`config.mk`:
```
export PLATFORM = sky130hd
export DESIGN_NAME = keypad_emulator
export DESIGN_NICKNAME = d
export VERILOG_FILES = /design/src/rtl/keypad_pkg.sv /design/src/rtl/keypad_scan_monitor.sv /design/src/rtl/keypad_emulator.sv
export SDC_FILE = /design/constraint.sdc
export NUM_CORES = 1
export LEC_CHECK = 0
export ABC_AREA = 1
export ABC_CLOCK_PERIOD_IN_PS = 1950
export BUFFER_PORTS_ARGS = -buffer_cell sky130_fd_sc_hd__buf_2
export CAP_MARGIN = 20
export CORE_MARGIN = 2
export CORE_UTILIZATION = 25
export CTS_CLUSTER_DIAMETER = 50
export CTS_CLUSTER_SIZE = 40
export DETAILED_ROUTE_END_ITERATION = 12
export GPL_TIMING_DRIVEN = 0
export PLACE_DENSITY = 0.44
export SYNTH_ARGS = -nofsm -noshare
export SYNTH_HDL_FRONTEND = slang
export SYNTH_HIERARCHICAL = 1
export SYNTH_SLANG_ARGS = --single-unit
```
`constraint.sdc`:
```
create_clock -name clk -period 1.95 [get_ports clk]
set_clock_uncertainty 0.1 [all_clocks]
set_input_delay 0.0975 -clock clk [delete_from_list [all_inputs] [get_ports clk]]
set_output_delay 0.0975 -clock clk [all_outputs]
set_load 0.1 [all_outputs]
```
`src/rtl/keypad_pkg.sv`:
```
// Shared keypad definitions: key codes, emulator FSM states and the
// code-to-matrix-position lookup used by the emulator and scanner benches.
package keypad_pkg;

  localparam logic [3:0] KEY_A    = 4'hA;
  localparam logic [3:0] KEY_B    = 4'hB;
  localparam logic [3:0] KEY_C    = 4'hC;
  localparam logic [3:0] KEY_D    = 4'hD;
  localparam logic [3:0] KEY_STAR = 4'hE;
  localparam logic [3:0] KEY_HASH = 4'hF;

  typedef enum logic [1:0] {
    ST_IDLE,
    ST_ARM,
    ST_PRESS,
    ST_GAP
  } state_t;

  typedef struct packed {
    logic [1:0] r;
    logic [1:0] c;
  } key_pos_t;

  function automatic key_pos_t key_to_pos(input logic [3:0] code);
    key_pos_t p;
    case (code)
      4'h1:     p = {2'd0, 2'd0};
      4'h2:     p = {2'd0, 2'd1};
      4'h3:     p = {2'd0, 2'd2};
      KEY_A:    p = {2'd0, 2'd3};
      4'h4:     p = {2'd1, 2'd0};
      4'h5:     p = {2'd1, 2'd1};
      4'h6:     p = {2'd1, 2'd2};
      KEY_B:    p = {2'd1, 2'd3};
      4'h7:     p = {2'd2, 2'd0};
      4'h8:     p = {2'd2, 2'd1};
      4'h9:     p = {2'd2, 2'd2};
      KEY_C:    p = {2'd2, 2'd3};
      KEY_STAR: p = {2'd3, 2'd0};
      4'h0:     p = {2'd3, 2'd1};
      KEY_HASH: p = {2'd3, 2'd2};
      default:  p = {2'd3, 2'd3};
    endcase
    return p;
  endfunction

endpackage

```
`src/rtl/keypad_scan_monitor.sv`:
```
// Registers the scanner column drive and flags the first cycle of each scan
// (column 0 newly asserted).
module keypad_scan_monitor (
  input  logic       clk,
  input  logic       rst,
  input  logic [3:0] col,
  output logic       scan_start
);

  logic [3:0] col_prev;

  always_ff @(posedge clk or negedge rst) begin
    if (!rst) col_prev <= 4'hF;
    else      col_prev <= col;
  end

  assign scan_start = (col == 4'b1110) && (col_prev != 4'b1110);

endmodule

```
`src/rtl/keypad_emulator.sv`:
```
// Drive side of a 4x4 matrix keypad: presses each accepted key for HOLD_SCANS
// full scans, then releases it for GAP_SCANS. KEYPAD_EMU_TIMEOUT_EN adds a scan-activity timeout.
module keypad_emulator
  import keypad_pkg::*;
#(
  parameter int HOLD_SCANS     = 2,
  parameter int GAP_SCANS      = 2,
  parameter int TIMEOUT_CYCLES = 1024
) (
  input  logic       clk,
  input  logic       rst,
  input  logic [3:0] col,
  output logic [3:0] row,
  input  logic [3:0] key_code,
  input  logic       key_valid,
  output logic       key_ready,
  output logic       busy,
  output logic       done,
  output logic       err
);

  localparam int CNT_W = $clog2(((HOLD_SCANS > GAP_SCANS) ? HOLD_SCANS : GAP_SCANS) + 1);
  localparam logic [CNT_W-1:0] HOLD_LAST = CNT_W'(HOLD_SCANS - 1);
  localparam logic [CNT_W-1:0] GAP_LAST  = CNT_W'(GAP_SCANS - 1);

  if (HOLD_SCANS < 2 || HOLD_SCANS > 255 || GAP_SCANS < 1 || GAP_SCANS > 255 ||
      TIMEOUT_CYCLES < 1) begin : g_bad_params
    $error("keypad_emulator: parameter out of range");
  end

  state_t           state, state_nxt;
  logic [CNT_W-1:0] cnt, cnt_nxt;
  logic [1:0]       r_sel, c_sel;
  logic             scan_start;
  logic             accept;
  logic             drive;
  logic             timeout;

  keypad_scan_monitor u_mon (
    .clk        (clk),
    .rst        (rst),
    .col        (col),
    .scan_start (scan_start)
  );

`ifdef KEYPAD_EMU_TIMEOUT_EN
  localparam int TO_W = $clog2(TIMEOUT_CYCLES + 1);
  logic [TO_W-1:0] tcnt;

  // Held at zero in IDLE, so entry to ARM always starts a fresh count.
  always_ff @(posedge clk or negedge rst) begin
    if (!rst)                               tcnt <= '0;
    else if (state == ST_IDLE || scan_start) tcnt <= '0;
    else                                    tcnt <= tcnt + 1'b1;
  end

  assign timeout = (state != ST_IDLE) && (tcnt == TO_W'(TIMEOUT_CYCLES));
`else
  assign timeout = 1'b0;
`endif

  always_comb begin
    state_nxt = state;
    cnt_nxt   = cnt;
    accept    = 1'b0;
    drive     = 1'b0;
    case (state)
      ST_IDLE: begin
        if (key_valid) begin
          accept    = 1'b1;
          cnt_nxt   = '0;
          state_nxt = ST_ARM;
        end
      end
      ST_ARM: begin
        if (scan_start) begin
          drive     = 1'b1;
          cnt_nxt   = '0;
          state_nxt = ST_PRESS;
        end
      end
      ST_PRESS: begin
        // Release on the scan start that would begin scan HOLD_SCANS+1.
        if (scan_start && cnt == HOLD_LAST) begin
          cnt_nxt   = '0;
          state_nxt = ST_GAP;
        end else begin
          drive = 1'b1;
          if (scan_start) cnt_nxt = cnt + 1'b1;
        end
      end
      ST_GAP: begin
        if (scan_start) begin
          if (cnt == GAP_LAST) state_nxt = ST_IDLE;
          else                 cnt_nxt   = cnt + 1'b1;
        end
      end
      default: state_nxt = ST_IDLE;
    endcase
    if (timeout) begin
      drive     = 1'b0;
      cnt_nxt   = '0;
      state_nxt = ST_IDLE;
    end
  end

  always_ff @(posedge clk or negedge rst) begin
    if (!rst) begin
      state <= ST_IDLE;
      cnt   <= '0;
      r_sel <= 2'd0;
      c_sel <= 2'd0;
      done  <= 1'b0;
      err   <= 1'b0;
    end else begin
      state <= state_nxt;
      cnt   <= cnt_nxt;
      if (accept) {r_sel, c_sel} <= key_to_pos(key_code);
      done  <= (state == ST_GAP) && scan_start && (cnt == GAP_LAST) && !timeout;
      err   <= timeout;
    end
  end

  // Combinational from col so the scanner sees the row in the cycle it drives the column.
  always_comb begin
    row = 4'hF;
    if (drive && !col[c_sel]) row[r_sel] = 1'b0;
  end

  assign key_ready = (state == ST_IDLE);
  assign busy      = (state != ST_IDLE);

endmodule

```
Yosys cells after proc, flatten, opt, wreduce, memory -nomap -nowiden
Memory sizes are Yosys's and may differ from the RTL's. A register that Yosys moved wholly into a read port is not among the register bits.
Cells that the tools add are included.

word-level totals
  flip-flop bits (word level) = 9
  bits in read-only memories = 64
  bits of input ports = 11
  output and inout bits = 8
  word-level logic and storage cells = 58
  memories = 1

memories
  name             words  bits a word  rd ports  clocked after memory_dff  write ports  RTL line          text
  (no name shown)  16     4            1         1                         0            keypad_pkg.sv:26  case (code)

operators by class
  $add $sub $neg = 1
  order comparisons = 3
  eq/ne operators = 13
  mux-type cells = 23
  bitwise logic cells = 1
  reduce and logical (&&, ||, !) cells = 12

operators with widths
  operator               number
  $mux W2                11
  $pmux W2 S4            2
  $ne A2 B2 Y1 const B   6
  $reduce_and A5 Y1      2
  $logic_and A1 B1 Y1    6
  $lt A2 B3 Y1 const B   2
  $mux W1                6
  $eq A2 B1 Y1 const B   2
  $eq A2 B2 Y1 const B   2
  $eq A4 B4 Y1 const B   1
  $mux W4                1
  $ne A4 B4 Y1 const B   1
  $not A4 Y4             1
  $ne A3 B3 Y1 const B   1
  $add A2 B1 Y2 const B  1
  $bmux W1 S2            1
  $demux W1 S2           1
  $ge A2 B1 Y1 const B   1
  $logic_not A1 Y1       2
  $logic_not A2 Y1       1
  $pmux W1 S2            1
  $reduce_bool A2 Y1     1

Logic depth before layout (Yosys ltp)
  depth after elaboration = 7
  mapped depth = 11
  depth with buffers taken out = 11

By module
The synthesis kept the hierarchy.

by module, submodules not included
  module               instances  cells an instance  area an instance (um2)  sequential area each (um2)
  keypad_emulator      1          112                726.9                   225.2
  keypad_scan_monitor  1          14                 145.1                   105.1

Worst setup path after synthesis
No wires, ideal clock.

  kind = register to output
  from = reg state[0]
  to = out busy
  arrival = 2.041 ns
  data required time = 1.752 ns
  slack = -0.288 ns
  stages on the path, launching flop included = 4
  path buffers = 0
  cell sequence = dfrtp_1 inv_1 ha_1 inv_1

between the ends
  word-level cells in the longest chain between the ends = 1

ends and longest elaborated chain
  what                    RTL line                text
  start, declared         keypad_emulator.sv:31   state_t state, state_nxt;
  start signal, assigned  keypad_emulator.sv:116  state <= state_nxt;
  $reduce_bool A2 Y1      keypad_emulator.sv:131  assign busy = (state != ST_IDLE);
  end, declared           keypad_emulator.sv:17   output logic busy,

No other way between the ends.

Worst setup path in the final report
  from = reg u_mon.col_prev[1]
  to = out row[2]

between the ends
  word-level cells in the longest chain between the ends = 7
  elaborated cells between the ends (all ways) = 8
  those cells by class = eq/ne (1); mux (4); reduce/logical (3)

ends and longest elaborated chain
  what                    RTL line                   text
  start, declared         keypad_scan_monitor.sv:10  logic [3:0] col_prev;
  start signal, assigned  keypad_scan_monitor.sv:14  else col_prev <= col;
  $ne A4 B4 Y1 *          keypad_scan_monitor.sv:17  assign scan_start = (col == 4'b1110) && (col_prev != 4'b1110);
  $logic_and A1 B1 Y1 *   keypad_scan_monitor.sv:17
  named net scan_start    keypad_emulator.sv:34      logic scan_start;
  $logic_and A1 B1 Y1     keypad_emulator.sv:84      if (scan_start && cnt == HOLD_LAST) begin
  $mux W1                 keypad_emulator.sv:84
  $pmux W1 S2 *           keypad_emulator.sv:67      case (state)
  $logic_and A1 B1 Y1 *   keypad_emulator.sv:127     if (drive && !col[c_sel]) row[r_sel] = 1'b0;
  $mux W4 *               keypad_emulator.sv:127
  end, declared           keypad_emulator.sv:13      output logic [3:0] row,

The timed path passes the listed nets; every way through them passes the cells marked *.

==> report_table.html <==
<table>
<tr><th>Metric</th><th>Value</th></tr>
<tr><th colspan="2">Synthesis</th></tr>
<tr><td>Cell taking the most area after synthesis</td><td>sky130_fd_sc_hd__dfrtp_1</td></tr>
<tr><td>Synthesized instance count</td><td>126</td></tr>
<tr><td>Primary FF master, synth</td><td>sky130_fd_sc_hd__dfrtp_1</td></tr>
<tr><td>Total of warnings raised by yosys</td><td>6</td></tr>
<tr><td>Commonest cells in the netlist</td><td>sky130_fd_sc_hd__nand2_1 (44), sky130_fd_sc_hd__inv_1 (22), sky130_fd_sc_hd__nand3_1 (10)</td></tr>
<tr><td>Proportion of synthesized chip area in sequential cells</td><td>0.379</td></tr>
<tr><td>Post-synth cell types</td><td>20</td></tr>
<tr><td>Number of nets in the synthesized netlist</td><td>142</td></tr>
<tr><td>Mapped Avg Cell Area</td><td>6.92 um2</td></tr>
<tr><td>Async set-reset flop share out of synthesis</td><td>1.00</td></tr>
<tr><td>XOR/XNOR Fraction of Synth Area</td><td>0</td></tr>
<tr><td>Number of synthesized flops with an enable pin</td><td>0</td></tr>
<tr><td>Cell with the most instances after synthesis</td><td>sky130_fd_sc_hd__nand2_1</td></tr>
<tr><td>Post-synthesis adder-cell area fraction</td><td>0.0717</td></tr>
<tr><td>Dominant combinational cell family by area after synthesis</td><td>simple AND/OR/NAND/NOR gates</td></tr>
<tr><td>Synthesized cell area</td><td>872 um2</td></tr>
<tr><td>Share of Yosys cell area claimed by the top area cell type</td><td>0.258</td></tr>
<tr><td>Number of synthesized register bits</td><td>13</td></tr>
<tr><td>Share of synthesized cell area in and, or, nand and nor gates</td><td>0.395</td></tr>
<tr><td>Synth top area cells</td><td>sky130_fd_sc_hd__dfrtp_1 (26%), sky130_fd_sc_hd__nand2_1 (19%), sky130_fd_sc_hd__dfstp_2 (12%)</td></tr>
<tr><td>Compound-cell area share of the yosys netlist</td><td>0.0344</td></tr>
<tr><td>Share of cell area taken by muxes after synthesis</td><td>0</td></tr>
<tr><th colspan="2">Die</th></tr>
<tr><td>Area of the die</td><td>0.00398 mm2</td></tr>
<tr><td>Core Rows</td><td>21</td></tr>
<tr><td>Count of boundary I/O pins</td><td>19</td></tr>
<tr><td>Initial core utilization</td><td>0.261</td></tr>
<tr><td>Area of the core</td><td>0.00334 mm2</td></tr>
<tr><td>Horizontal die dimension</td><td>63.1 um</td></tr>
<tr><td>Die boundary height</td><td>63.1 um</td></tr>
<tr><th colspan="2">Drt</th></tr>
<tr><td>Remaining DRCs</td><td>0</td></tr>
<tr><td>DR iter-0 viols</td><td>48</td></tr>
<tr><td>Total via count after detailed routing</td><td>813</td></tr>
<tr><td>Post-detailed-route via-to-cell ratio</td><td>4.09</td></tr>
<tr><td>Antenna violation net count after detailed routing</td><td>0</td></tr>
<tr><td>Wire length per cell after detailed routing</td><td>9.11 um</td></tr>
<tr><td>Router iterations before antenna repair</td><td>4</td></tr>
<tr><td>Sum of routed wire length over all layers</td><td>1810 um</td></tr>
<tr><th colspan="2">Worst hold path</th></tr>
<tr><td>Hold path startpoint</td><td>key_valid</td></tr>
<tr><td>Worst hold path endpoint</td><td>c_sel[1]$_DFFE_PN0P_</td></tr>
<tr><td>Hold Crit Depth</td><td>4</td></tr>
<tr><td>Hold Path Class</td><td>in -&gt; reg</td></tr>
<tr><th colspan="2">Setup path</th></tr>
<tr><td>Sequence of cells on the critical path</td><td>nand2_2, nor2_4, nor2_4, nand2_2, nand2_2, nand2_2, nand2_2, nor2_4, nand2_2, buf_12</td></tr>
<tr><td>Worst reg2reg path startpoint</td><td>u_mon/col_prev[0]$_DFF_PN1_</td></tr>
<tr><td>Slowest CP cell</td><td>sky130_fd_sc_hd__dfstp_2</td></tr>
<tr><td>Setup slack on the worst flop-to-flop path</td><td>0.48 ns</td></tr>
<tr><td>Capturing element type of the critical path</td><td>output pin</td></tr>
<tr><td>Setup Crit Path Kind</td><td>reg -&gt; out</td></tr>
<tr><td>Startpoint types</td><td>flop</td></tr>
<tr><td>Slowest cell delay on critical path</td><td>0.53 ns</td></tr>
<tr><td>Crit path DAT</td><td>1.76 ns</td></tr>
<tr><td>Reg2Reg Depth</td><td>9</td></tr>
<tr><td>Worst EP required</td><td>1.75 ns</td></tr>
<tr><td>Critical register-to-register path endpoint</td><td>state[0]$_DFFE_PN0P_</td></tr>
<tr><td>Cell repeated most along the worst path</td><td>sky130_fd_sc_hd__nand2_2</td></tr>
<tr><td>Max FO, Critical Path</td><td>4</td></tr>
<tr><th colspan="2">Cells and area</th></tr>
<tr><td>Syn-to-layout area delta</td><td>38.0%</td></tr>
<tr><td>Antenna Cells</td><td>0</td></tr>
<tr><td>Layout cell share with drive strength beyond 1</td><td>0.333</td></tr>
<tr><td>Post-layout instance area</td><td>0.00120 mm2</td></tr>
<tr><td>Combined area of the multi-input logic cells</td><td>485 um2</td></tr>
<tr><td>Filler instances</td><td>375</td></tr>
<tr><td>Combined flip-flop and latch cell area</td><td>330 um2</td></tr>
<tr><td>Total number of nets in the final design</td><td>170</td></tr>
<tr><td>Layout Cells excl Fill</td><td>199</td></tr>
<tr><td>Final Core Density</td><td>0.361</td></tr>
<tr><th colspan="2">Global route</th></tr>
<tr><td>Number of antenna violations at the first check in global routing</td><td>0</td></tr>
<tr><td>Largest net degree at the start of global routing</td><td>14</td></tr>
<tr><td>Wire length of the first global-routing pass</td><td>3040 um</td></tr>
<tr><td>Via count of the first global-routing pass</td><td>719</td></tr>
<tr><td>GRT overflow</td><td>0</td></tr>
<tr><td>Combined global-route utilization of all metal layers</td><td>0.0977</td></tr>
<tr><th colspan="2">Clock tree</th></tr>
<tr><td>H-tree Lvls</td><td>1</td></tr>
<tr><td>Clock tree from TritonCTS</td><td>built</td></tr>
<tr><td>Number of buffers created by CTS</td><td>3</td></tr>
<tr><td>Clock network latency to the later pin of the worst-skew pair</td><td>0.27 ns</td></tr>
<tr><td>CTS sink cnt</td><td>13</td></tr>
<tr><td>Clock root cell</td><td>sky130_fd_sc_hd__clkbuf_4</td></tr>
<tr><td>Max clock buf depth</td><td>2</td></tr>
<tr><td>Clock input transition at the sequential cells of the worst setup and hold paths</td><td>0.07 ns</td></tr>
<tr><th colspan="2">Timing</th></tr>
<tr><td>Min cycle time layout</td><td>1.96 ns</td></tr>
<tr><td>Final Max Tran Viols</td><td>0</td></tr>
<tr><td>Count of endpoints failing hold in the final timing report</td><td>0</td></tr>
<tr><td>Setup violators final</td><td>4</td></tr>
<tr><td>Final worst-path setup slack</td><td>-0.0100 ns</td></tr>
<tr><td>Final worst-path cycle share</td><td>1.01</td></tr>
<tr><td>Unrepaired setup endpoints after global routing</td><td>true</td></tr>
<tr><td>Fmax</td><td>510 MHz</td></tr>
<tr><th colspan="2">Place</th></tr>
<tr><td>DP Wirelength</td><td>1370 um</td></tr>
<tr><td>Count of input and output buffers</td><td>17</td></tr>
<tr><td>Final weighted congestion in routability-driven placement</td><td>0.777</td></tr>
<tr><td>Minimum setup slack after placement</td><td>0.0679 ns</td></tr>
<tr><td>DP Cell Count</td><td>189</td></tr>
<tr><td>Area of placed instances</td><td>0.00102 mm2</td></tr>
<tr><th colspan="2">Pwr</th></tr>
<tr><td>LEAKAGE</td><td>0.645 nW</td></tr>
<tr><td>Power density over cell area</td><td>1290 mW/mm2</td></tr>
<tr><td>Peak supply drop</td><td>0.485 mV</td></tr>
<tr><th colspan="2">Status</th></tr>
<tr><td>Violated checks</td><td>setup timing</td></tr>
<tr><td>Outcome</td><td>finished with violations</td></tr>
<tr><th colspan="2">Job</th></tr>
<tr><td>Max-capacitance violation count</td><td>0</td></tr>
</table>
report_power, final:
part | switching (mW) | leakage (nW) | internal (mW)
sequential | 0.0721 | 0.155 | 0.357
combinational | 0.648 | 0.474 | 0.308
clock | 0.0824 | 0.0150 | 0.0793
metal layers:
metal	part of all wire	vias up	GRT usage
met3	0.057	2	0.0411
met1	0.47	360	0.123
met2	0.47	19	0.150
met5	0	-	0
li1	-	432	-
met4	0.0077	0	0.0333
critical path: cells and delay by family (launching register included):
kind,cells,cell delay (ns)
flops,1,0.53
simple gates,9,0.78
buf+inv,1,0.17
logic make-up after synthesis:
logic type	after synthesis
AOI/OAI and AO/OA	5
adders and majority gates	5
buffers and inverters	26
DFF	13
other	1
and+or+nand+nor	76
cells in the final DEF, fill, tap and decap left out, drive strengths merged:
cell	n
nand4	1
dfstp	4
nand2	48
nand3b	3
o22ai	1
inv	25
dlygate4sd3	5
clkbuf	4
nand3	10
buf	19
nor2	13
or2	1
dfrtp	9
ha	5
conb	1
o21ai	4
cell type report:
class	count	share of cell area
clock buffer	4	0.0218
timing repair buffer	23	0.168
sequential	13	0.274
buffer	1	0.00624
tap	46	0.0478
multi-input combinational	87	0.403
inverter	25	0.0780
through the flow:
stage                     power, mW  hold WS, ns  setup TNS (ns)
after global routing           1.69       0.0836          -0.403
after CTS                      1.53       0.0758         -0.0183
after floorplan                1.16       -0.298               0
after global placement         1.30      -0.0980               0
final                          1.55       0.0899         -0.0207
after detailed placement       1.30       -0.101               0
flip-flops by register name, indices dropped and copies added (netlist names):
name,count
u_mon/col_prev,4
done,1
state,2
cnt,2
c_sel,2
r_sel,2
how the worst max path moves through the flow:
stage                                     start     end  slack (ns)
floorplan           u_mon/col_prev[0]$_DFF_PN1_  row[0]        0.02
global placement    u_mon/col_prev[0]$_DFF_PN1_  row[3]        0.09
detailed placement  u_mon/col_prev[0]$_DFF_PN1_  row[3]        0.07
CTS                 u_mon/col_prev[2]$_DFF_PN1_  row[1]       -0.01
global route        u_mon/col_prev[1]$_DFF_PN1_  row[2]       -0.11
finish              u_mon/col_prev[1]$_DFF_PN1_  row[2]       -0.01
timing repair:
item | in CTS | in global routing
gates cloned | 0 | 0
hold endpoints to repair | 17 | 0
pin swaps | 2 | 8
resized for setup | 19 | 11
setup buffers | 0 | 1
endpoints found under the setup margin | 4 | 4
hold buffers | 5 | 0
Power figures use the tool's default switching activity.
